--- config.mk ---
export PLATFORM = sky130hd
export DESIGN_NAME = lcd_cmd_sequencer_flat
export DESIGN_NICKNAME = d
export VERILOG_FILES = /design/src/rtl/lcd_pkg.sv /design/src/rtl/lcd_cmd_sequencer_if.sv /design/src/rtl/lcd_palette.sv /design/src/rtl/lcd_cmd_sequencer.sv /design/src/flat_wrapper.sv
export SDC_FILE = /design/constraint.sdc
export NUM_CORES = 1
export LEC_CHECK = 0
export ABC_AREA = 0
export BUFFER_PORTS_ARGS = -buffer_cell sky130_fd_sc_hd__buf_2
export CORE_ASPECT_RATIO = 0.8
export CORE_MARGIN = 2
export CORE_UTILIZATION = 35
export CTS_CLUSTER_DIAMETER = 120
export DETAILED_ROUTE_END_ITERATION = 8
export PLACE_DENSITY = 0.5
export SYNTH_ARGS = -nofsm -noshare
export SYNTH_HDL_FRONTEND = slang
export SYNTH_HIERARCHICAL = 1
export SYNTH_SLANG_ARGS = --single-unit
--- constraint.sdc ---
create_clock -name clk -period 2.8 [get_ports clk]
set_input_delay 0.42 -clock clk [delete_from_list [all_inputs] [get_ports clk]]
set_output_delay 0.42 -clock clk [all_outputs]
set_load 0.02 [all_outputs]
--- src/rtl/lcd_pkg.sv ---
// Shared constants for the LCD command sequencer: panel opcodes, the FSM
// state encoding and the default object-code palette.
package lcd_pkg;

  localparam logic [7:0] SWRESET      = 8'h01;
  localparam logic [7:0] DISPOFF      = 8'h28;
  localparam logic [7:0] SLPOUT       = 8'h11;
  localparam logic [7:0] COLMOD       = 8'h3A;
  localparam logic [7:0] DISPON       = 8'h29;
  localparam logic [7:0] CASET        = 8'h2A;
  localparam logic [7:0] PASET        = 8'h2B;
  localparam logic [7:0] RAMWR        = 8'h2C;
  localparam logic [7:0] COLMOD_16BPP = 8'h55;

  typedef enum logic [2:0] {
    IDLE,
    INIT_BYTE,
    INIT_WAIT,
    WIN_BYTE,
    PIXEL,
    DONE
  } state_e;

  // RGB565 color of an object code at power-up.
  function automatic logic [15:0] default_color(input int unsigned code);
    case (code)
      0:       default_color = 16'hFFFF;
      1:       default_color = 16'h901E;
      2:       default_color = 16'h6815;
      3:       default_color = 16'hF800;
      4:       default_color = 16'h0814;
      default: default_color = 16'hFFFF;
    endcase
  endfunction

endpackage

--- src/rtl/lcd_cmd_sequencer_if.sv ---
// Byte stream from the sequencer to the panel bus driver.
// Handshake: a byte (out_data, out_dcx) transfers on a clock edge where
// out_valid and out_ready are both high; once out_valid rises it stays high
// with out_data/out_dcx unchanged until that edge, and out_valid never
// depends combinationally on out_ready.
interface lcd_cmd_sequencer_if;
  logic       out_valid;
  logic       out_ready;
  logic [7:0] out_data;
  logic       out_dcx;

  modport master (output out_valid, output out_data, output out_dcx, input out_ready);
  modport slave  (input out_valid, input out_data, input out_dcx, output out_ready);
endinterface

--- src/rtl/lcd_palette.sv ---
// Object code to RGB565 color. With LCD_PALETTE_WR_EN defined the palette is
// a writable register file reset to the default colors; otherwise it is a
// constant ROM.
module lcd_palette
  import lcd_pkg::*;
#(
  parameter int OBJ_BITS = 3
) (
`ifdef LCD_PALETTE_WR_EN
  input  logic                clk,
  input  logic                nrst,
  input  logic                pal_we,
  input  logic [OBJ_BITS-1:0] pal_addr,
  input  logic [15:0]         pal_data,
`endif
  input  logic [OBJ_BITS-1:0] obj_code,
  output logic [15:0]         color
);

`ifdef LCD_PALETTE_WR_EN
  localparam int N = 2**OBJ_BITS;
  logic [15:0] pal_q [N];
  logic [15:0] pal_d [N];

  // Apply a single-entry write to the palette image.
  always_comb begin
    pal_d = pal_q;
    if (pal_we) pal_d[pal_addr] = pal_data;
  end

  // Palette registers, reloaded with the default colors on reset.
  always_ff @(posedge clk) begin
    if (!nrst) begin
      for (int i = 0; i < N; i++) pal_q[i] <= default_color(i);
    end else begin
      pal_q <= pal_d;
    end
  end

  // Read port.
  always_comb color = pal_q[obj_code];
`else
  // Constant ROM lookup.
  always_comb color = default_color(32'(obj_code));
`endif

endmodule

--- src/rtl/lcd_cmd_sequencer.sv ---
// Byte-stream generator for an ILI9341-class panel: init sequence with timed
// pauses, then per-cell window setup, RAMWR and CELL_W*CELL_H RGB565 pixels.
// Optional macro LCD_PALETTE_WR_EN adds palette write ports.
module lcd_cmd_sequencer
  import lcd_pkg::*;
#(
  parameter int CELL_W     = 20,
  parameter int CELL_H     = 20,
  parameter int XY_BITS    = 4,
  parameter int OBJ_BITS   = 3,
  parameter int INIT_DELAY = 50000
) (
  input  logic                clk,
  input  logic                nrst,
  input  logic                start_init,
  input  logic                start_cell,
  input  logic [XY_BITS-1:0]  x,
  input  logic [XY_BITS-1:0]  y,
  input  logic [OBJ_BITS-1:0] obj_code,
  lcd_cmd_sequencer_if.master bus,
  output logic                busy,
  output logic                done,
`ifdef LCD_PALETTE_WR_EN
  input  logic                pal_we,
  input  logic [OBJ_BITS-1:0] pal_addr,
  input  logic [15:0]         pal_data,
`endif
  output state_e              dbg_state
);

  localparam int PIX_TOTAL = CELL_W * CELL_H;
  localparam int PIX_W     = $clog2(PIX_TOTAL + 1);
  localparam int WAIT_W    = $clog2(INIT_DELAY + 1);

  state_e              state_q, state_d;
  logic [3:0]          idx_q, idx_d;
  logic [WAIT_W-1:0]   wait_q, wait_d;
  logic [PIX_W-1:0]    pix_q, pix_d;
  logic                phase_q, phase_d;
  logic [XY_BITS-1:0]  x_q, x_d, y_q, y_d;
  logic [OBJ_BITS-1:0] obj_q, obj_d;
  logic [15:0]         color_q, color_d;
  logic [15:0]         pal_color;
  logic [15:0]         sc, ec, sp, ep;
  logic                accept;

  lcd_palette #(.OBJ_BITS(OBJ_BITS)) u_palette (
`ifdef LCD_PALETTE_WR_EN
    .clk      (clk),
    .nrst     (nrst),
    .pal_we   (pal_we),
    .pal_addr (pal_addr),
    .pal_data (pal_data),
`endif
    .obj_code (obj_q),
    .color    (pal_color)
  );

  // Cell window corners in panel coordinates.
  always_comb begin
    sc = 16'(x_q) * 16'(CELL_W);
    ec = sc + 16'(CELL_W - 1);
    sp = 16'(y_q) * 16'(CELL_H);
    ep = sp + 16'(CELL_H - 1);
  end

  // Present the byte for the current state; valid comes from state alone.
  always_comb begin
    bus.out_valid = 1'b0;
    bus.out_data  = 8'h00;
    bus.out_dcx   = 1'b0;
    case (state_q)
      INIT_BYTE: begin
        bus.out_valid = 1'b1;
        case (idx_q)
          4'd0:    bus.out_data = SWRESET;
          4'd1:    bus.out_data = DISPOFF;
          4'd2:    bus.out_data = SLPOUT;
          4'd3:    bus.out_data = COLMOD;
          4'd4:    begin bus.out_data = COLMOD_16BPP; bus.out_dcx = 1'b1; end
          default: bus.out_data = DISPON;
        endcase
      end
      WIN_BYTE: begin
        bus.out_valid = 1'b1;
        bus.out_dcx   = 1'b1;
        case (idx_q)
          4'd0:    begin bus.out_data = CASET; bus.out_dcx = 1'b0; end
          4'd1:    bus.out_data = sc[15:8];
          4'd2:    bus.out_data = sc[7:0];
          4'd3:    bus.out_data = ec[15:8];
          4'd4:    bus.out_data = ec[7:0];
          4'd5:    begin bus.out_data = PASET; bus.out_dcx = 1'b0; end
          4'd6:    bus.out_data = sp[15:8];
          4'd7:    bus.out_data = sp[7:0];
          4'd8:    bus.out_data = ep[15:8];
          4'd9:    bus.out_data = ep[7:0];
          default: begin bus.out_data = RAMWR; bus.out_dcx = 1'b0; end
        endcase
      end
      PIXEL: begin
        bus.out_valid = 1'b1;
        bus.out_dcx   = 1'b1;
        bus.out_data  = phase_q ? color_q[7:0] : color_q[15:8];
      end
      default: ;
    endcase
  end

  assign accept    = bus.out_valid & bus.out_ready;
  assign busy      = (state_q != IDLE);
  assign done      = (state_q == DONE);
  assign dbg_state = state_q;

  // Next-state logic; pixel color is sampled whenever a high byte is about
  // to be presented so a palette write never splits a pixel.
  always_comb begin
    state_d = state_q;
    idx_d   = idx_q;
    wait_d  = wait_q;
    pix_d   = pix_q;
    phase_d = phase_q;
    x_d     = x_q;
    y_d     = y_q;
    obj_d   = obj_q;
    color_d = color_q;
    case (state_q)
      IDLE: begin
        if (start_init || start_cell) begin
          x_d     = x;
          y_d     = y;
          obj_d   = obj_code;
          idx_d   = 4'd0;
          state_d = start_init ? INIT_BYTE : WIN_BYTE;
        end
      end
      INIT_BYTE: begin
        if (accept) begin
          idx_d = idx_q + 4'd1;
          if (idx_q == 4'd5) begin
            state_d = DONE;
          end else if (idx_q == 4'd0 || idx_q == 4'd2) begin
            wait_d  = '0;
            state_d = INIT_WAIT;
          end
        end
      end
      INIT_WAIT: begin
        if (wait_q == WAIT_W'(INIT_DELAY - 1)) state_d = INIT_BYTE;
        else                                   wait_d  = wait_q + 1'b1;
      end
      WIN_BYTE: begin
        if (accept) begin
          if (idx_q == 4'd10) begin
            pix_d   = '0;
            phase_d = 1'b0;
            color_d = pal_color;
            state_d = PIXEL;
          end else begin
            idx_d = idx_q + 4'd1;
          end
        end
      end
      PIXEL: begin
        if (accept) begin
          if (!phase_q) begin
            phase_d = 1'b1;
          end else begin
            phase_d = 1'b0;
            color_d = pal_color;
            if (pix_q == PIX_W'(PIX_TOTAL - 1)) state_d = DONE;
            else                                pix_d   = pix_q + 1'b1;
          end
        end
      end
      default: begin
        idx_d   = 4'd0;
        wait_d  = '0;
        pix_d   = '0;
        phase_d = 1'b0;
        state_d = IDLE;
      end
    endcase
  end

  // State and datapath registers.
  always_ff @(posedge clk) begin
    if (!nrst) begin
      state_q <= IDLE;
      idx_q   <= '0;
      wait_q  <= '0;
      pix_q   <= '0;
      phase_q <= 1'b0;
      x_q     <= '0;
      y_q     <= '0;
      obj_q   <= '0;
      color_q <= '0;
    end else begin
      state_q <= state_d;
      idx_q   <= idx_d;
      wait_q  <= wait_d;
      pix_q   <= pix_d;
      phase_q <= phase_d;
      x_q     <= x_d;
      y_q     <= y_d;
      obj_q   <= obj_d;
      color_q <= color_d;
    end
  end

endmodule

--- src/flat_wrapper.sv ---
// flat-port wrapper written by rule: the top's interface ports become plain ports
module lcd_cmd_sequencer_flat import lcd_pkg::*;
#(
  parameter int CELL_W     = 20,
  parameter int CELL_H     = 20,
  parameter int XY_BITS    = 4,
  parameter int OBJ_BITS   = 3,
  parameter int INIT_DELAY = 50000
)
  (clk, nrst, start_init, start_cell, x, y, obj_code, busy, done, dbg_state, bus_out_valid, bus_out_data, bus_out_dcx, bus_out_ready);
  lcd_cmd_sequencer_if bus_i ();
  input  logic clk;
  input  logic nrst;
  input  logic start_init;
  input  logic start_cell;
  input  logic [XY_BITS-1:0] x;
  input  logic [XY_BITS-1:0] y;
  input  logic [OBJ_BITS-1:0] obj_code;
  output logic busy;
  output logic done;
  output state_e dbg_state;
  output wire logic [$bits(bus_i.out_valid)-1:0] bus_out_valid;
  output wire logic [$bits(bus_i.out_data)-1:0] bus_out_data;
  output wire logic [$bits(bus_i.out_dcx)-1:0] bus_out_dcx;
  input wire logic [$bits(bus_i.out_ready)-1:0] bus_out_ready;
  assign bus_out_valid = bus_i.out_valid;
  assign bus_out_data = bus_i.out_data;
  assign bus_out_dcx = bus_i.out_dcx;
  assign bus_i.out_ready = bus_out_ready;
  lcd_cmd_sequencer #(.CELL_W(CELL_W), .CELL_H(CELL_H), .XY_BITS(XY_BITS), .OBJ_BITS(OBJ_BITS), .INIT_DELAY(INIT_DELAY)) u_core (.clk(clk), .nrst(nrst), .start_init(start_init), .start_cell(start_cell), .x(x), .y(y), .obj_code(obj_code), .bus(bus_i), .busy(busy), .done(done), .dbg_state(dbg_state));
endmodule
==> results of run 1 <==
==> timing repair <==
item	in CTS	in global routing
cloned	0	0
setup buffers	5	0
hold buffers	0	0
endpoints found under the hold margin	0	0
endpoints found under the setup margin	6	7
pin swaps	12	10
gates resized for setup	25	16
==> cells by family (layout without fill, tap and decap cells) <==
logic type                 Yosys count  count (layout)  share of synthesized area, %
and+or+nand+nor                    211             211                          27.3
AOI/OAI and AO/OA                  119             119                          21.0
DFF                                 60              60                          30.0
buffers and inverters               52              82                          6.50
xor gates and xnor gates            24              24                          5.25
adders and majority gates           18              18                          6.00
muxes                               16              16                          4.03
==> registers in the layout, indices dropped and copies added (netlist names) <==
signal,cells
u_core/idx_q,4
u_core/phase_q,1
u_core/obj_q,3
u_core/pix_q,9
u_core/dbg_state,3
u_core/color_q,16
u_core/x_q,4
u_core/y_q,4
u_core/wait_q,16
==> cell usage after synthesis, types with 14 or more instances <==
cell type,count,area (um^2)
sky130_fd_sc_hd__a21boi_0,24,180
sky130_fd_sc_hd__a21oi_1,22,110
sky130_fd_sc_hd__buf_4,14,105
sky130_fd_sc_hd__clkbuf_1,15,56.3
sky130_fd_sc_hd__dfxtp_1,60,1200
sky130_fd_sc_hd__ha_1,16,200
sky130_fd_sc_hd__mux2i_1,15,150
sky130_fd_sc_hd__nand2_1,87,327
sky130_fd_sc_hd__nand3_1,15,75.1
sky130_fd_sc_hd__nor2_1,31,116
sky130_fd_sc_hd__o21ai_0,17,85.1
sky130_fd_sc_hd__xor2_1,15,131
==> per-stage QoR <==
| step | util [%] | hold slack [ns] | setup WS, ns | instance area [um^2] | power, mW |
|---|---|---|---|---|---|
| global placement | 38.7 | 0.441 | 0.0950 | 4270 | 2.30 |
| detailed placement | 38.7 | 0.447 | 0.0782 | 4270 | 2.31 |
| global route | 43.5 | 0.341 | -0.210 | 4800 | 3.91 |
| CTS | 42.8 | 0.328 | -0.173 | 4720 | 3.62 |
| floorplan | - | 0.434 | 0.191 | 4010 | 2.06 |
| finish | 43.5 | 0.331 | -0.151 | 4800 | 3.66 |
==> worst reg2reg max path, cell delays in order (launching register included) <==
cell and delay [ns]:
sky130_fd_sc_hd__dfxtp_2 0.36, sky130_fd_sc_hd__inv_1 0.08, sky130_fd_sc_hd__ha_1 0.27, sky130_fd_sc_hd__buf_4 0.20, sky130_fd_sc_hd__or2_2 0.31, sky130_fd_sc_hd__a41o_2 0.34
sky130_fd_sc_hd__nand2_1 0.08, sky130_fd_sc_hd__nand2_1 0.34, sky130_fd_sc_hd__a21oi_1 0.26
==> layout make-up <==
class                   instances  area, um^2
multi-input cells             388        2690
repair buffers                 54         344
well taps                     144         180
clock inverters                 4        73.8
flip-flops and latches         60        1210
fillers                      1112        6220
clock buffers                  11         243
inverters                      13        48.8
==> power by group <==
part,internal (mW),switching (mW),leakage (nW)
logic,0.588,0.814,1.15
registers,0.946,0.113,0.490
clock network,0.798,0.399,0.156
total,2.33,1.33,1.79
==> worst paths after layout <==
kind	from	to	slack (ns)	depth (start not counted)
setup / recovery	u_core/y_q[1]	bus_out_data[6]	-0.15	9
hold / removal	y[2]	u_core/y_q[2]	0.33	3
setup reg to reg	u_core/idx_q[0]	u_core/wait_q[8]	0.49	8
hold reg to reg	u_core/color_q[10]	u_core/color_q[10]	0.45	2
==> layer usage <==
metal	vias to the layer above	wire, um
met1	1694	5310
met4	0	103
li1	1823	-
met2	59	4490
met3	11	469
met5	-	0
==> summary.json, run 1 <==
{
  "global_routing": {
    "met3_usage_pct": 3.50,
    "maximum_number_of_pins_on_one_net_before_global_route_repair": 32,
    "grt_most_used_layer": "met1",
    "grt_antenna_before_repair": 0,
    "number_of_global_route_vias_before_repair": 3501,
    "gr-usage-met1_pct": 27.2,
    "global_route.overflow_total": 0,
    "grt.met2_usage_pct": 26.4,
    "grt_usage_pct": 18.2,
    "wire_length_of_the_first_global_routing_pass_um": 17700
  },
  "route": {
    "drt_first_pass_iters": 4,
    "iter_0_drt_violations": 268,
    "num_vias": 3587,
    "postRouteAntennaNets": 0,
    "drt-vias-per-instance": 5.32,
    "totalWireLength_um": 10400,
    "route.detailed.wl_per_inst_um": 15.4,
    "drc_errors_left": 0
  },
  "pwr": {
    "power.ir.vdd_worst_uv": 279,
    "power.density_mw_per_mm2": 763,
    "p_leak_nw": 1.79
  },
  "synthesis": {
    "synth_enable_flop_cells": 0,
    "portion_of_the_post_synthesis_area_used_by_sequential_elements_pct": 30.0,
    "yosys_most_used_dff": "sky130_fd_sc_hd__dfxtp_1",
    "synth.yosys.warnings": 6,
    "ys_types": 71,
    "ys_seq_elements": 60,
    "syn-num-nets": 534,
    "avgSynthCellArea_um2": 8.01,
    "summed_instance_area_of_the_synthesized_netlist_mm2": 0.00401,
    "ys_async_sr_fraction_pct": 0,
    "syn_inst": 500
  },
  "timing": {
    "post-route-min-period_ns": 2.95,
    "timing.final.max_slew_violations": 0,
    "period_share_pct": 105,
    "finClkSkew_ns": 0.00485,
    "max_freq_mhz": 339,
    "rsz0062_at_grt": "true",
    "max_slew.worst_pin.slew_ns": 0.740,
    "finalHoldViolCount": 0,
    "layout_setup_ws_ns": -0.151,
    "timing.setup.tns_ns": -0.432,
    "relSlewSlack_pct": 50.1,
    "timing.final.setup_violations": 4
  },
  "clock_network": {
    "clk_transition_reported_paths_ns": 0.06,
    "max_clock_buf_depth": 2,
    "cts_htree_levels": 3,
    "cts_buf_count": 9,
    "cts_tree": "done",
    "clkLatencyLatePin_ns": 0.33,
    "cts.root.buffer_cell": "sky130_fd_sc_hd__clkbuf_16",
    "tritoncts_num_sinks": 60
  },
  "outcome": {
    "run_status": "finished with violations",
    "violations": "setup timing"
  },
  "setup_path": {
    "cp.required_ns": 2.38,
    "slowest_stage": "sky130_fd_sc_hd__fa_2",
    "worst-path-buf-inv": 3,
    "worst_path_largest_cell_delay_ns": 0.53,
    "cp_top_family": "adder cells",
    "crit_path_start_kind": "flop",
    "arrival_ns": 2.53,
    "timing.critical_path.to_type": "output port",
    "worstSetupPathType": "flop to output port",
    "worstPathCellList": "ha_4 > ha_4 > inv_2 > fa_2 > buf_4 > a2bb2oi_1 > o221ai_1 > a221o_1 > buf_4",
    "worstPathMaxFanout": 3
  },
  "layout": {
    "num_antenna_cells": 0,
    "layout-area-overhead-vs-synth_pct": 19.7,
    "post_layout_nonfiller_instances": 674,
    "final_net_count": 560,
    "drive_gt1_share_pct": 22.1,
    "layout_commonest_cell": "sky130_fd_sc_hd__nand2_1",
    "final_cell_mix": "sky130_fd_sc_hd__nand2_1 (87), sky130_fd_sc_hd__dfxtp_1 (51), sky130_fd_sc_hd__nor2_1 (31), sky130_fd_sc_hd__buf_4 (27), sky130_fd_sc_hd__buf_2 (26)"
  },
  "floorplanning": {
    "die_height_um": 99.7,
    "num_io_pins": 31,
    "std_cell_rows": 34,
    "coreArea_mm2": 0.0110,
    "die_width_um": 124,
    "dieArea_mm2": 0.0123,
    "start_util_pct": 36.4
  },
  "place": {
    "placedCellCount": 654,
    "portBuffers": 30,
    "dp_wirelength_um": 7370,
    "place_congestion": 0.862
  },
  "hold_path": {
    "holdCritPathClass": "primary input to flop"
  },
  "run": {
    "cap_viol_max_count": 0
  }
}
Note: power is estimated with default switching activity, not from simulation.
==> inputs of run 2 (changes only) <==
--- a/config.mk
+++ b/config.mk
@@ -12,7 +12,7 @@
 export CORE_UTILIZATION = 35
 export CTS_CLUSTER_DIAMETER = 120
 export DETAILED_ROUTE_END_ITERATION = 8
-export PLACE_DENSITY = 0.5
+export PLACE_DENSITY = 0.54
 export SYNTH_ARGS = -nofsm -noshare
 export SYNTH_HDL_FRONTEND = slang
 export SYNTH_HIERARCHICAL = 1
==> summary.json, run 2 (synthesis gave the netlist of run 1 again) <==
{
  "global_routing": {
    "global_route.overflow_total": {"value": 0, "change": "unchanged"},
    "wire_length_of_the_first_global_routing_pass": {"value": 17400, "unit": "um", "change": "-1.7%"},
    "number_of_global_route_vias_before_repair": {"value": 3486, "change": "-0.43%"},
    "grt_antenna_before_repair": {"value": 0, "change": "unchanged"},
    "grt_usage": {"value": 17.8, "unit": "%", "change": "-0.39 points"},
    "maximum_number_of_pins_on_one_net_before_global_route_repair": {"value": 29, "change": "-9.4%"}
  },
  "layout": {
    "final_net_count": {"value": 557, "change": "-0.54%"},
    "num_antenna_cells": {"value": 0, "change": "unchanged"},
    "post_layout_nonfiller_instances": {"value": 672, "change": "-0.30%"},
    "final_cell_mix": "sky130_fd_sc_hd__nand2_1 (87), sky130_fd_sc_hd__dfxtp_1 (51), sky130_fd_sc_hd__nor2_1 (31), sky130_fd_sc_hd__buf_2 (26), sky130_fd_sc_hd__a21boi_0 (24)",
    "layout-area-overhead-vs-synth_pct": 20.9,
    "drive_gt1_share": {"value": 22.0, "unit": "%", "change": "-0.11 points"},
    "layout_commonest_cell": "sky130_fd_sc_hd__nand2_1",
    "largest_registers": "u_core/color_q (16), u_core/wait_q (16), u_core/pix_q (9)"
  },
  "clock_network": {
    "clk_transition_reported_paths": {"value": 0.05, "unit": "ns", "change": "about the same"},
    "cts_tree": "done",
    "hold_fix_buffers_at_cts": {"value": 0, "change": "unchanged"},
    "cts_htree_levels": {"value": 3, "change": "unchanged"},
    "clkLatencyLatePin": {"value": 0.33, "unit": "ns", "change": "about the same"},
    "cts_buf_count": {"value": 9, "change": "unchanged"},
    "max_clock_buf_depth": {"value": 2, "change": "unchanged"},
    "cts.root.buffer_cell": "sky130_fd_sc_hd__clkbuf_16",
    "tritoncts_num_sinks": {"value": 60, "change": "unchanged"}
  },
  "pwr": {
    "power_frac_seq": {"value": 28.3, "unit": "%", "change": "-0.7 points"},
    "p_int": {"value": 2.46, "unit": "mW", "change": "+5.3%"},
    "comb_power_share": {"value": 37.0, "unit": "%", "change": "-1.3 points"},
    "p_leak": {"value": 1.80, "unit": "nW", "change": "+0.42%"},
    "pwr-share-clk": {"value": 34.7, "unit": "%", "change": "+2.0 points"},
    "power.ir.vdd_worst": {"value": 328, "unit": "uV", "change": "+18%"},
    "power_switching_share": {"value": 34.9, "unit": "%", "change": "-1.4 points"},
    "power.density": {"value": 779, "unit": "mW/mm^2", "change": "+2.1%"},
    "power_spent_charging_and_discharging_nets": {"value": 1.32, "unit": "mW", "change": "-0.78%"},
    "total_power": {"value": 3.77, "unit": "mW", "change": "+3.1%"}
  },
  "timing": {
    "max_freq": {"value": 338, "unit": "MHz", "change": "-0.37%"},
    "period_share": {"value": 106, "unit": "%", "change": "+0.39 points"},
    "max_slew.worst_pin.slew": {"value": 0.746, "unit": "ns", "change": "+0.00538 ns"},
    "finClkSkew": {"value": 0.00578, "unit": "ns", "change": "+0.000927 ns"},
    "finalHoldViolCount": {"value": 0, "change": "unchanged"},
    "relSlewSlack": {"value": 49.7, "unit": "%", "change": "-0.36 points"},
    "timing.final.setup_violations": {"value": 4, "change": "unchanged"},
    "layout_setup_ws": {"value": -0.162, "unit": "ns", "change": "-0.0110 ns"},
    "timing.final.max_slew_violations": {"value": 0, "change": "unchanged"},
    "post-route-min-period": {"value": 2.96, "unit": "ns", "change": "+0.0110 ns"},
    "rsz0062_at_grt": "true"
  },
  "route": {
    "route.detailed.wl_per_inst": {"value": 15.1, "unit": "um", "change": "-2.1%"},
    "drt-vias-per-instance": {"value": 5.32, "change": "about the same"},
    "totalWireLength": {"value": 10100, "unit": "um", "change": "-2.4%"},
    "drc_errors_left": {"value": 0, "change": "unchanged"},
    "postRouteAntennaNets": {"value": 0, "change": "unchanged"},
    "iter_0_drt_violations": {"value": 205, "change": "-24%"},
    "drt_first_pass_iters": {"value": 4, "change": "unchanged"},
    "num_vias": {"value": 3575, "change": "-0.33%"}
  },
  "setup_path": {
    "worstSetupPathType": "flop to output port",
    "arrival": {"value": 2.54, "unit": "ns", "change": "about the same"},
    "r2r-start": "u_core/idx_q[0]",
    "cp-startpoint": "u_core/y_q[3]",
    "rrSetupSlack": {"value": 0.41, "unit": "ns", "change": "-0.08 ns"},
    "timing.critical_path.to_type": "output port",
    "cp.required": {"value": 2.38, "unit": "ns", "change": "about the same"},
    "worst_setup_path_endpoint": "bus_out_data[6]",
    "worstPathMaxFanout": {"value": 3, "change": "unchanged"},
    "end_of_the_worst_register_to_register_path": "u_core/color_q[14]",
    "worst_r2r_path_depth": {"value": 7, "change": "-1"},
    "crit_path_start_kind": "flop"
  },
  "floorplanning": {
    "die_width": {"value": 124, "unit": "um", "change": "unchanged"},
    "std_cell_rows": {"value": 34, "change": "unchanged"},
    "start_util": {"value": 36.4, "unit": "%", "change": "unchanged"},
    "dieArea": {"value": 0.0123, "unit": "mm^2", "change": "unchanged"},
    "num_io_pins": {"value": 31, "change": "unchanged"},
    "die_height": {"value": 99.7, "unit": "um", "change": "unchanged"},
    "coreArea": {"value": 0.0110, "unit": "mm^2", "change": "unchanged"}
  },
  "place": {
    "dp_wirelength": {"value": 7340, "unit": "um", "change": "-0.32%"},
    "placedCellCount": {"value": 654, "change": "unchanged"},
    "portBuffers": {"value": 30, "change": "unchanged"},
    "place_congestion": {"value": 0.888, "change": "+3.1%"}
  },
  "hold_path": {
    "holdCritPathClass": "primary input to flop"
  },
  "run": {
    "cap_viol_max_count": {"value": 0, "change": "unchanged"}
  },
  "outcome": {
    "run_status": "finished with violations",
    "violations": "setup timing"
  }
}
## run 2: changes by cell type in the layout (fill, tap and decap cells not counted), moves of 2 or more
| cell | previous run | this run |
|---|---|---|
| sky130_fd_sc_hd__o21ai_0 | 15 | 13 |
| sky130_fd_sc_hd__nor4_1 | 2 | 4 |
| sky130_fd_sc_hd__buf_4 | 27 | 23 |
| sky130_fd_sc_hd__nor4_2 | 3 | 1 |
| sky130_fd_sc_hd__ha_4 | 5 | 8 |
| sky130_fd_sc_hd__ha_1 | 8 | 6 |
## run 2: repair_timing
item	CTS	global route
resized for setup	25	22
pin swaps	18	10
buffers inserted	2	0
endpoints found under the setup margin	5	8
## run 2: stage by stage
step | utilization [%] | hold slack, ns | TNS [ns] | worst slack, ns | instance area, um^2
after floorplan | - | 0.434 | 0 | 0.191 | 4010
after global placement | 38.7 | 0.443 | 0 | 0.0221 | 4270
after detailed placement | 38.7 | 0.446 | 0 | 0.0194 | 4270
after CTS | 43.0 | 0.321 | -0.467 | -0.153 | 4740
after global routing | 44.0 | 0.335 | -0.877 | -0.246 | 4840
final | 44.0 | 0.327 | -0.449 | -0.162 | 4840
## run 2: power by group through the flow
stage          Combinational [mW]  Sequential (mW)  Clock (mW)
2_1_floorplan                1.03             1.04           0
3_3_place_gp                 1.24             1.06           0
3_5_place_dp                 1.25             1.07           0
4_1_cts                      1.33             1.06        1.33
5_1_grt                      1.57             1.08        1.37
6_report                     1.40             1.07        1.31
## run 2: critical path, stage by stage, from the launching register on
cell	delay, ns
sky130_fd_sc_hd__dfxtp_2	0.33
sky130_fd_sc_hd__ha_4	0.27
sky130_fd_sc_hd__ha_4	0.12
sky130_fd_sc_hd__inv_2	0.03
sky130_fd_sc_hd__fa_2	0.55
sky130_fd_sc_hd__buf_6	0.12
sky130_fd_sc_hd__xor2_2	0.15
sky130_fd_sc_hd__o221ai_2	0.12
sky130_fd_sc_hd__a221o_1	0.37
sky130_fd_sc_hd__buf_6	0.14
## run 2: area by class of cell
cell class | count | area [um^2]
clock inverters | 4 | 95.1
repair buffers | 51 | 325
multi-input cells | 388 | 2720
fillers | 1072 | 6170
clock buffers | 12 | 256
inverters | 13 | 48.8
flip-flops and latches | 60 | 1210
well taps | 144 | 180
## run 2: worst min path at each step
stage	start	cells after the start	end
after floorplan	u_core/color_q[10]	2	u_core/color_q[10]
after global placement	u_core/color_q[7]	2	u_core/color_q[7]
after detailed placement	u_core/color_q[12]	2	u_core/color_q[12]
after CTS	y[3]	3	u_core/y_q[3]
after global routing	y[3]	3	u_core/y_q[3]
final	y[1]	3	u_core/y_q[1]
## run 2: metal layers
layer  track usage [%]  up-vias  routed length (um)
met4              6.38        0                 212
met3              4.24       18                 479
met5                 0        -                   0
met2              26.8       73                4460
met1              24.6     1664                4970
li1                  -     1820                   -
